[src/rtl/noc_vc_link_arbiter.sv]
// Virtual-channel link arbiter: several VCs share one physical link through a
// single output register. Round-robin grant with per-VC credit tracking and an
// optional packet lock that keeps the link on one VC from header to tail.
//
// Handshake: a flit moves from upstream VC v when in_valid[v] && in_ready[v]
// in the same cycle; it leaves the output register when out_valid[v] &&
// out_ready[v]. in_ready never depends on out_ready of a different VC than the
// one currently held. in_vc_ready[v] pulses for one cycle after acceptance.

package noc_vc_link_arbiter_pkg;
    localparam int Noc_VC_Channel = 4;
    localparam int Noc_Data_Width = 32;
endpackage

module noc_vc_link_arbiter
    import noc_vc_link_arbiter_pkg::*;
#(
    parameter int Channel      = Noc_VC_Channel,
    parameter int Data_width   = Noc_Data_Width,
    parameter int Credit_Depth = 4,
    parameter int Packet_Lock  = 0
) (
    input  logic                          clk,
    input  logic                          rst,
    input  logic [Channel-1:0]            in_valid,
    output logic [Channel-1:0]            in_ready,
    input  logic [Channel*Data_width-1:0] in_flit,
    input  logic [Channel-1:0]            in_is_header,
    input  logic [Channel-1:0]            in_is_tail,
    output logic [Channel-1:0]            in_vc_ready,
    output logic [Channel-1:0]            out_valid,
    input  logic [Channel-1:0]            out_ready,
    output logic [Data_width-1:0]         out_flit,
    output logic                          out_is_header,
    output logic                          out_is_tail,
    input  logic [Channel-1:0]            out_vc_ready,
    output logic                          lock_state
);
    localparam int PtrW  = (Channel > 1) ? $clog2(Channel) : 1;
    localparam int CredW = $clog2(Credit_Depth + 1);

    typedef enum logic {LOCK_IDLE = 1'b0, LOCK_HELD = 1'b1} lock_t;

    lock_t                 lock_q, lock_d;
    logic [PtrW-1:0]       owner_q, owner_d;
    logic [PtrW-1:0]       rr_ptr;
    logic [CredW-1:0]      credit [Channel];
    logic                  hold_valid;
    logic [PtrW-1:0]       hold_vc;
    logic [Data_width-1:0] flit_arr [Channel];
    logic [Channel-1:0]    eligible;
    logic [Channel-1:0]    grant;
    logic                  any_grant;
    logic [PtrW-1:0]       grant_vc;
    logic                  can_load;

    // Register can take a new flit when empty or draining this cycle.
    assign can_load = !hold_valid || out_ready[hold_vc];

    // Split the packed flit bus into per-VC words.
    always_comb begin
        for (int v = 0; v < Channel; v++) begin
            flit_arr[v] = in_flit[v*Data_width +: Data_width];
        end
    end

    // A VC may compete when it has data, a credit, and is not shut out by a lock.
    always_comb begin
        eligible = '0;
        for (int v = 0; v < Channel; v++) begin
            eligible[v] = in_valid[v] && (credit[v] != '0) &&
                          ((Packet_Lock == 0) || (lock_q == LOCK_IDLE) ||
                           (owner_q == PtrW'(v)));
        end
    end

    // Round-robin pick: first eligible VC at or after rr_ptr, wrapping around.
    always_comb begin
        logic [PtrW:0] sum;
        logic [PtrW-1:0] idx;
        grant     = '0;
        grant_vc  = '0;
        any_grant = 1'b0;
        sum       = '0;
        idx       = '0;
        for (int i = 0; i < Channel; i++) begin
            sum = {1'b0, rr_ptr} + (PtrW+1)'(i);
            if (sum >= (PtrW+1)'(Channel)) sum = sum - (PtrW+1)'(Channel);
            idx = sum[PtrW-1:0];
            if (can_load && !rst && !any_grant && eligible[idx]) begin
                any_grant   = 1'b1;
                grant_vc    = idx;
                grant[idx]  = 1'b1;
            end
        end
    end

    assign in_ready = grant;

    // Output register: load on grant, empty on a drain with nothing new.
    always_ff @(posedge clk or posedge rst) begin
        if (rst) begin
            hold_valid    <= 1'b0;
            hold_vc       <= '0;
            out_flit      <= '0;
            out_is_header <= 1'b0;
            out_is_tail   <= 1'b0;
        end else if (any_grant) begin
            hold_valid    <= 1'b1;
            hold_vc       <= grant_vc;
            out_flit      <= flit_arr[grant_vc];
            out_is_header <= in_is_header[grant_vc];
            out_is_tail   <= in_is_tail[grant_vc];
        end else if (can_load) begin
            hold_valid    <= 1'b0;
            hold_vc       <= '0;
            out_flit      <= '0;
            out_is_header <= 1'b0;
            out_is_tail   <= 1'b0;
        end
    end

    // Expand the held VC index into the one-hot valid tag.
    always_comb begin
        out_valid = '0;
        if (hold_valid) out_valid[hold_vc] = 1'b1;
    end

    // Round-robin pointer advances past the winner; acceptance pulse follows.
    always_ff @(posedge clk or posedge rst) begin
        if (rst) begin
            rr_ptr      <= '0;
            in_vc_ready <= '0;
        end else begin
            in_vc_ready <= grant;
            if (any_grant) begin
                if (int'(grant_vc) == Channel - 1) rr_ptr <= '0;
                else                               rr_ptr <= grant_vc + 1'b1;
            end
        end
    end

    // Credits: spend on grant, refill on return; both at once cancel out.
    always_ff @(posedge clk or posedge rst) begin
        if (rst) begin
            for (int v = 0; v < Channel; v++) credit[v] <= CredW'(Credit_Depth);
        end else begin
            for (int v = 0; v < Channel; v++) begin
                if (grant[v] && !out_vc_ready[v]) begin
                    credit[v] <= credit[v] - 1'b1;
                end else if (!grant[v] && out_vc_ready[v] &&
                             credit[v] != CredW'(Credit_Depth)) begin
                    credit[v] <= credit[v] + 1'b1;
                end
            end
        end
    end

    // Flag a credit return arriving when the count is already full.
    always @(posedge clk) begin
        if (!rst) begin
            for (int v = 0; v < Channel; v++) begin
                assert (!(out_vc_ready[v] && !grant[v] &&
                          credit[v] == CredW'(Credit_Depth)))
                else $error("credit overflow on vc %0d", v);
            end
        end
    end

    // Lock state register.
    always_ff @(posedge clk or posedge rst) begin
        if (rst) begin
            lock_q  <= LOCK_IDLE;
            owner_q <= '0;
        end else begin
            lock_q  <= lock_d;
            owner_q <= owner_d;
        end
    end

    // Lock next state: header without tail locks, tail of owner releases.
    always_comb begin
        lock_d  = lock_q;
        owner_d = owner_q;
        if (Packet_Lock != 0 && any_grant) begin
            case (lock_q)
                LOCK_IDLE: begin
                    if (in_is_header[grant_vc] && !in_is_tail[grant_vc]) begin
                        lock_d  = LOCK_HELD;
                        owner_d = grant_vc;
                    end
                end
                LOCK_HELD: begin
                    if (in_is_tail[grant_vc]) lock_d = LOCK_IDLE;
                end
            endcase
        end
    end

    assign lock_state = (lock_q == LOCK_HELD);

endmodule
[config.mk]
export PLATFORM = sky130hd
export DESIGN_NAME = noc_vc_link_arbiter
export DESIGN_NICKNAME = d
export VERILOG_FILES = /design/src/rtl/noc_vc_link_arbiter.sv
export SDC_FILE = /design/constraint.sdc
export NUM_CORES = 1
export LEC_CHECK = 0
export ABC_AREA = 1
export CAP_MARGIN = 15
export CORE_ASPECT_RATIO = 1.25
export CORE_MARGIN = 2
export CORE_UTILIZATION = 35
export DETAILED_ROUTE_END_ITERATION = 7
export HOLD_SLACK_MARGIN = 0.02
export PLACE_DENSITY_LB_ADDON = 0.1
export SYNTH_ARGS = -nofsm -noshare
export SYNTH_HDL_FRONTEND = slang
export SYNTH_SLANG_ARGS = --single-unit
[constraint.sdc]
create_clock -name clk -period 3.56 [get_ports clk]
set_input_delay 0.534 -clock clk [delete_from_list [all_inputs] [get_ports clk]]
set_output_delay 0.534 -clock clk [all_outputs]
set_load 0.02 [all_outputs]
==> impl_metrics.yaml, run 1 <==
power:
  p_leak_nw: 3.01
  ir_worst_vdd_v: 0.000410
  powerDensity_nw_per_um2: 1050
layout:
  nFillCells: 1135
  nNetsFinal: 954
  drive_gt1_share_pct: 5.79
  num_antenna_cells: 0
  syn2layout_area_growth_pct: 56.2
sta:
  rsz0062_at_grt: "no"
  whs_ps: 469
  finalHoldViolCount: 0
  fin_tns_setup_ps: 0
  clock.fmax_mhz: 299
  setup_viol: 0
  fin_skew_ps: 8.43
  period_minus_slack_ps: 3350
  maxSlewHeadroom_pct: 37.5
  drv_slew: 0
  worst_pin_slew_ps: 938
  fin_crit_sh_pct: 94.1
route:
  drt_iter0_drc: 212
  vias: 4791
  drtPass1Iterations: 4
  postRouteAntennaNets: 0
  wl_per_cell_um: 15.4
  drc: 0
  drt_wl_total_um: 14300
  via_per_inst: 5.14
placed_design:
  gp_congestion: 0.903
  io_buffers: 195
  dp_hpwl_um: 11000
die:
  die-area_sq_um: 12500
  die_h_um: 125
  coreArea_sq_um: 11500
  die_x_um: 100
  rows: 44
  start_util_pct: 35.4
  pin_count: 197
setup_path:
  cp_slowest_cell: "clkdlybuf4s50_1"
  worstPathRequired_ps: 3030
  setup.worst_path.start: "rr_ptr[0]"
  crit_top_cell: "nand3_1"
  slowest_delay_ps: 620
  cp.arrival_ps: 2820
  r2r-end: "out_flit[1]"
  critical_path_class: "flip-flop to output pin"
  cp_cell_sequence: "inv_2 -> ha_1 -> inv_1 -> nand3_1 -> nand2_1 -> nand3_1 -> nor2_4 -> nand2_1 -> nand3_1 -> clkdlybuf4s50_1"
  reg2reg_slack_ps: 710
  reg2reg_depth: 13
  critPathCapture: "in_ready[1]"
  end_kind: "output pin"
  critPathLaunchType: "flip-flop"
  cp_max_fo: 9
  reg2reg_from: "rr_ptr[0]"
global_routing:
  grtUsageMet2_pct: 43.7
  grt_antenna_before_repair: 0
  top_usage_layer: "met2"
  grt_pass1_vias: 5012
  grt.overflow.total: 0
  grtUsageMet1_pct: 24.6
  grt_max_degree: 68
  grt_pass1_wl_um: 23600
  grt_usage_pct: 23.5
  grt.met3_usage_pct: 3.98
logic_synthesis:
  synth_top_area_cell: "dfrtp_1"
  yosysWarnings: 0
  synth_edf_count: 0
  post-synth-top-count-cell: "nand2_1"
  async_flop_share_pct: 100
  postSynthCellCount: 611
  synth_top_area_share_pct: 31.4
  synth_common_cells: "nand2_1, nand3_1, dfrtp_1"
  ys_seq_elements: 55
  seq_area_frac_synth_pct: 33.9
  synth_area_sq_um: 4070
  netlist-cell-type-count: 25
  synth_area_leaders: "dfrtp_1, nand3_1, nand2_1, ha_1, inv_1"
  synth_area_per_cell_sq_um: 6.66
  synthFlopType: "dfrtp_1"
  syn-num-nets: 772
job:
  cap_violations: 0
clock_tree:
  cts_max_path_buffers: 2
  numCtsBuffers: 5
  cts_htree_levels: 2
  cts_root_buffer: "clkbuf_16"
  hold_buffers: 0
  cts.sinks: 55
  insertion_delay_ps: 290
  tritoncts: "built"
  cts.repair.resized: 0
  path_clk_slew_ps: 70
  post-cts-setup-buffers: 0
worst_hold_path:
  worstHoldStart: "credit[2]"
  hp-class: "flip-flop to flip-flop"
status:
  outcome: "finished clean"
## flip-flops by register name (all words and copies together), names as in the netlist
register	count
out_flit	32
credit	12
in_vc_ready	4
hold_vc	2
rr_ptr	2
hold_valid	1
out_is_header	1
out_is_tail	1
## power by group
group / switching [mW] / internal [mW]
Clock: 0.225 / 0.404
Sequential: 0.184 / 0.962
Combinational: 3.08 / 1.82
Total: 3.49 / 3.19
## worst min-delay path by stage
stage,to,cells after the start
CTS,credit[2],2
finish,credit[2],2
detailed placement,credit[2],2
global route,credit[2],2
global placement,credit[8],2
floorplan,credit[11],2
## layer usage
layer / up-vias / wire length, um / part of all wire (%)
met3: 50 / 632 / 4.4
met1: 2184 / 5290 / 37
li1: 2389 / - / -
met5: - / 0 / 0
met2: 168 / 7680 / 54
met4: 0 / 746 / 5.2
## stage by stage
stage / setup WS (ps) / total power [mW] / cells / utilization, % / area [sq um]
after floorplan: 811 / 4.53 / 611 / - / 4070
after global placement: 319 / 6.01 / 924 / 53.5 / 6150
after detailed placement: 312 / 6.09 / 924 / 53.5 / 6150
after CTS: 42.8 / 6.74 / 932 / 55.1 / 6340
after global routing: 3.70 / 7.39 / 932 / 55.2 / 6350
final: 210 / 6.68 / 932 / 55.2 / 6350
## layout make-up
class	instances	area [sq um]	area share, %
sequential	55	1380	21.8
tap	138	173	2.72
inverter	34	128	2.01
clock buffer	6	129	2.03
clock inverter	2	60.1	0.945
timing repair buffer	209	2110	33.2
multi-input combinational	488	2370	37.3
## cells in the final DEF, fill, tap and decap left out
master,count
a21oi_1,5
buf_12,4
buf_4,10
bufinv_16,2
clkbuf_1,1
clkbuf_16,5
clkdlybuf4s50_1,194
conb_1,1
dfrtp_1,50
dfrtp_2,1
dfstp_2,4
dlymetal6s2s_1,1
ha_1,11
inv_1,29
inv_2,5
nand2_1,218
nand2_2,3
nand3_1,201
nand3_2,3
nand4_1,10
nor2_1,6
nor2_2,3
nor2_4,2
nor2_8,2
nor3_1,4
o21ai_0,9
o21ai_4,2
xor2_1,8
## cell families (layout without fill, tap and decap cells)
group	Yosys count	count (layout)	synth area share, %
fa+ha+maj	11	11	3.38
flops	55	55	33.9
other cells	1	1	0.0922
xor+xnor	8	8	1.72
buf+inv	68	251	8.15
simple gates	452	452	50.4
compound gates	16	16	2.34
## worst max-delay path: cells and delay by family, from the launching register on
kind | cells | cell delay, ps
flops | 1 | 470
simple gates | 6 | 880
buf+inv | 3 | 800
fa+ha+maj | 1 | 370
Note: power is estimated with default switching activity, not from simulation.
==> inputs of run 2 (changes only) <==
--- a/config.mk
+++ b/config.mk
@@ -12,7 +12,7 @@
 export CORE_UTILIZATION = 35
 export DETAILED_ROUTE_END_ITERATION = 7
 export HOLD_SLACK_MARGIN = 0.02
-export PLACE_DENSITY_LB_ADDON = 0.1
+export PLACE_DENSITY = 0.79
 export SYNTH_ARGS = -nofsm -noshare
 export SYNTH_HDL_FRONTEND = slang
 export SYNTH_SLANG_ARGS = --single-unit
==> constraint.sdc (replaced) <==
create_clock -name clk -period 3.56 [get_ports clk]
set_input_delay 0.356 -clock clk [delete_from_list [all_inputs] [get_ports clk]]
set_output_delay 0.356 -clock clk [all_outputs]
set_load 0.02 [all_outputs]
==> run 2 against run 1 <==
  * Fmax rose by 0.30%
  * Worst hold slack gained 3.4 ps
  * Register-to-register slack lost 170 ps
  * First-iteration DRC count grew 13%
  * Combinational power down 2%
  * Largest power group unchanged
  * Count of clock-buffer cells in the layout increased by 1
  * Critical path depth stayed put
  * Via count down 1.2%
  * Utilization shrank 0.86 points
  * Total power decreased by 3.5%
  * Sequential cell count is the same
==> impl_metrics.yaml, run 2 (same netlist as run 1, synthesis figures left out) <==
power:
  powerDensity_nw_per_um2: 1030
  total_power_mw: 6.44
  p_leak_nw: 2.94
  ir_worst_vdd_v: 0.000471
die:
  rows: 44
  die_h_um: 125
  coreArea_sq_um: 11500
  pin_count: 197
  start_util_pct: 35.4
  die-area_sq_um: 12500
  die_x_um: 100
placed_design:
  gp_congestion: 0.900
  dp_hpwl_um: 10100
  io_buffers: 195
layout:
  num_antenna_cells: 0
  largest-register: "out_flit"
  largest_register_ffs: 32
  syn2layout_area_growth_pct: 53.8
  final_cell_mix: "nand2_1, nand3_1, clkdlybuf4s50_1, dfrtp_1, inv_1"
  biggestRegsByFlops: "out_flit x32, credit x12, in_vc_ready x4"
  drive_gt1_share_pct: 5.07
  nNetsFinal: 949
  final_core_util_pct: 54.4
  final_common_cell: "nand2_1"
global_routing:
  grt_usage_pct: 22.7
  grtUsageMet2_pct: 39.1
  grt_pass1_vias: 4613
  grt_pass1_wl_um: 22700
  top_usage_layer: "met2"
  grtUsageMet1_pct: 28.4
  grt.met3_usage_pct: 3.70
  grt_max_degree: 68
  grt_antenna_before_repair: 0
  grt.overflow.total: 0
setup_path:
  reg2reg_slack_ps: 540
  cp_max_fo: 10
  cp.arrival_ps: 2980
  reg2reg_depth: 15
  worstPathRequired_ps: 3200
  r2r-end: "out_flit[28]"
  end_kind: "output pin"
  critical_path_class: "flip-flop to output pin"
  reg2reg_from: "rr_ptr[0]"
  critPathLaunchType: "flip-flop"
sta:
  fin_crit_sh_pct: 93.8
  finalHoldViolCount: 0
  period_minus_slack_ps: 3340
  clock.fmax_mhz: 299
  setup_viol: 0
  rsz0062_at_grt: "no"
  fin_tns_setup_ps: 0
  drv_slew: 0
  fin_skew_ps: 8.79
job:
  cap_violations: 0
clock_tree:
  path_clk_slew_ps: 70
  cts.repair.resized: 0
  numCtsBuffers: 5
  hold_buffers: 0
  insertion_delay_ps: 300
  cts_root_buffer: "clkbuf_16"
  cts_max_path_buffers: 2
  tritoncts: "built"
  post-cts-setup-buffers: 0
  cts_htree_levels: 2
  cts.sinks: 55
route:
  via_per_inst: 5.11
  drt_iter0_drc: 240
  drc: 0
  postRouteAntennaNets: 0
  wl_per_cell_um: 15.0
  drtPass1Iterations: 5
  drt_wl_total_um: 13900
  vias: 4734
status:
  outcome: "finished clean"
worst_hold_path:
  whs_path_depth: 2
  whs_endpoint: "credit[5]"
  worstHoldStart: "credit[5]"
  hp-class: "flip-flop to flip-flop"
-- run 2: worst max-delay path by stage --
stage / end / cells past startpoint / from
floorplan: credit[11] / 18 / rr_ptr[1]
global placement: in_ready[3] / 10 / rr_ptr[1]
detailed placement: in_ready[2] / 10 / rr_ptr[1]
CTS: in_ready[2] / 10 / rr_ptr[1]
global route: in_ready[1] / 10 / rr_ptr[0]
finish: in_ready[1] / 10 / rr_ptr[0]
-- run 2: layout make-up --
cell class | instances | area (sq um)
repair buffers | 204 | 2060
flip-flops and latches | 55 | 1380
multi-input cells | 488 | 2370
well taps | 138 | 173
clock buffers | 7 | 143
inverters | 34 | 128
fillers | 1120 | 5250
clock inverters | 1 | 5.00
-- run 2: stage by stage --
stage               std cells  instance area [sq um]  hold slack, ps  worst slack, ps
floorplan                 611                   4070             449              811
global placement          919                   6100             461              485
detailed placement        919                   6100             463              481
CTS                       927                   6250             475              148
global route              927                   6260             497             3.02
finish                    927                   6260             472              220
-- run 2: power breakdown --
part | internal (mW) | switching, mW | total (mW)
clock network | 0.280 | 0.233 | 0.513
logic | 1.73 | 3.05 | 4.78
registers | 0.961 | 0.185 | 1.15
-- run 2: routing by layer --
metal  wire length [um]  part of all wire [%]
met1               5990                    43
met2               6820                    49
met3                806                   5.8
met4                324                   2.3
met5                  0                     0
-- run 2: critical path, cell delays in order, from the launching register on --
cell and delay (ps):
dfrtp_1 510, inv_2 170, ha_1 400, inv_1 120, nand3_1 100, nand2_1 170
inv_1 60, nand3_1 190, nand4_1 200, nand3_1 160, clkdlybuf4s50_1 620
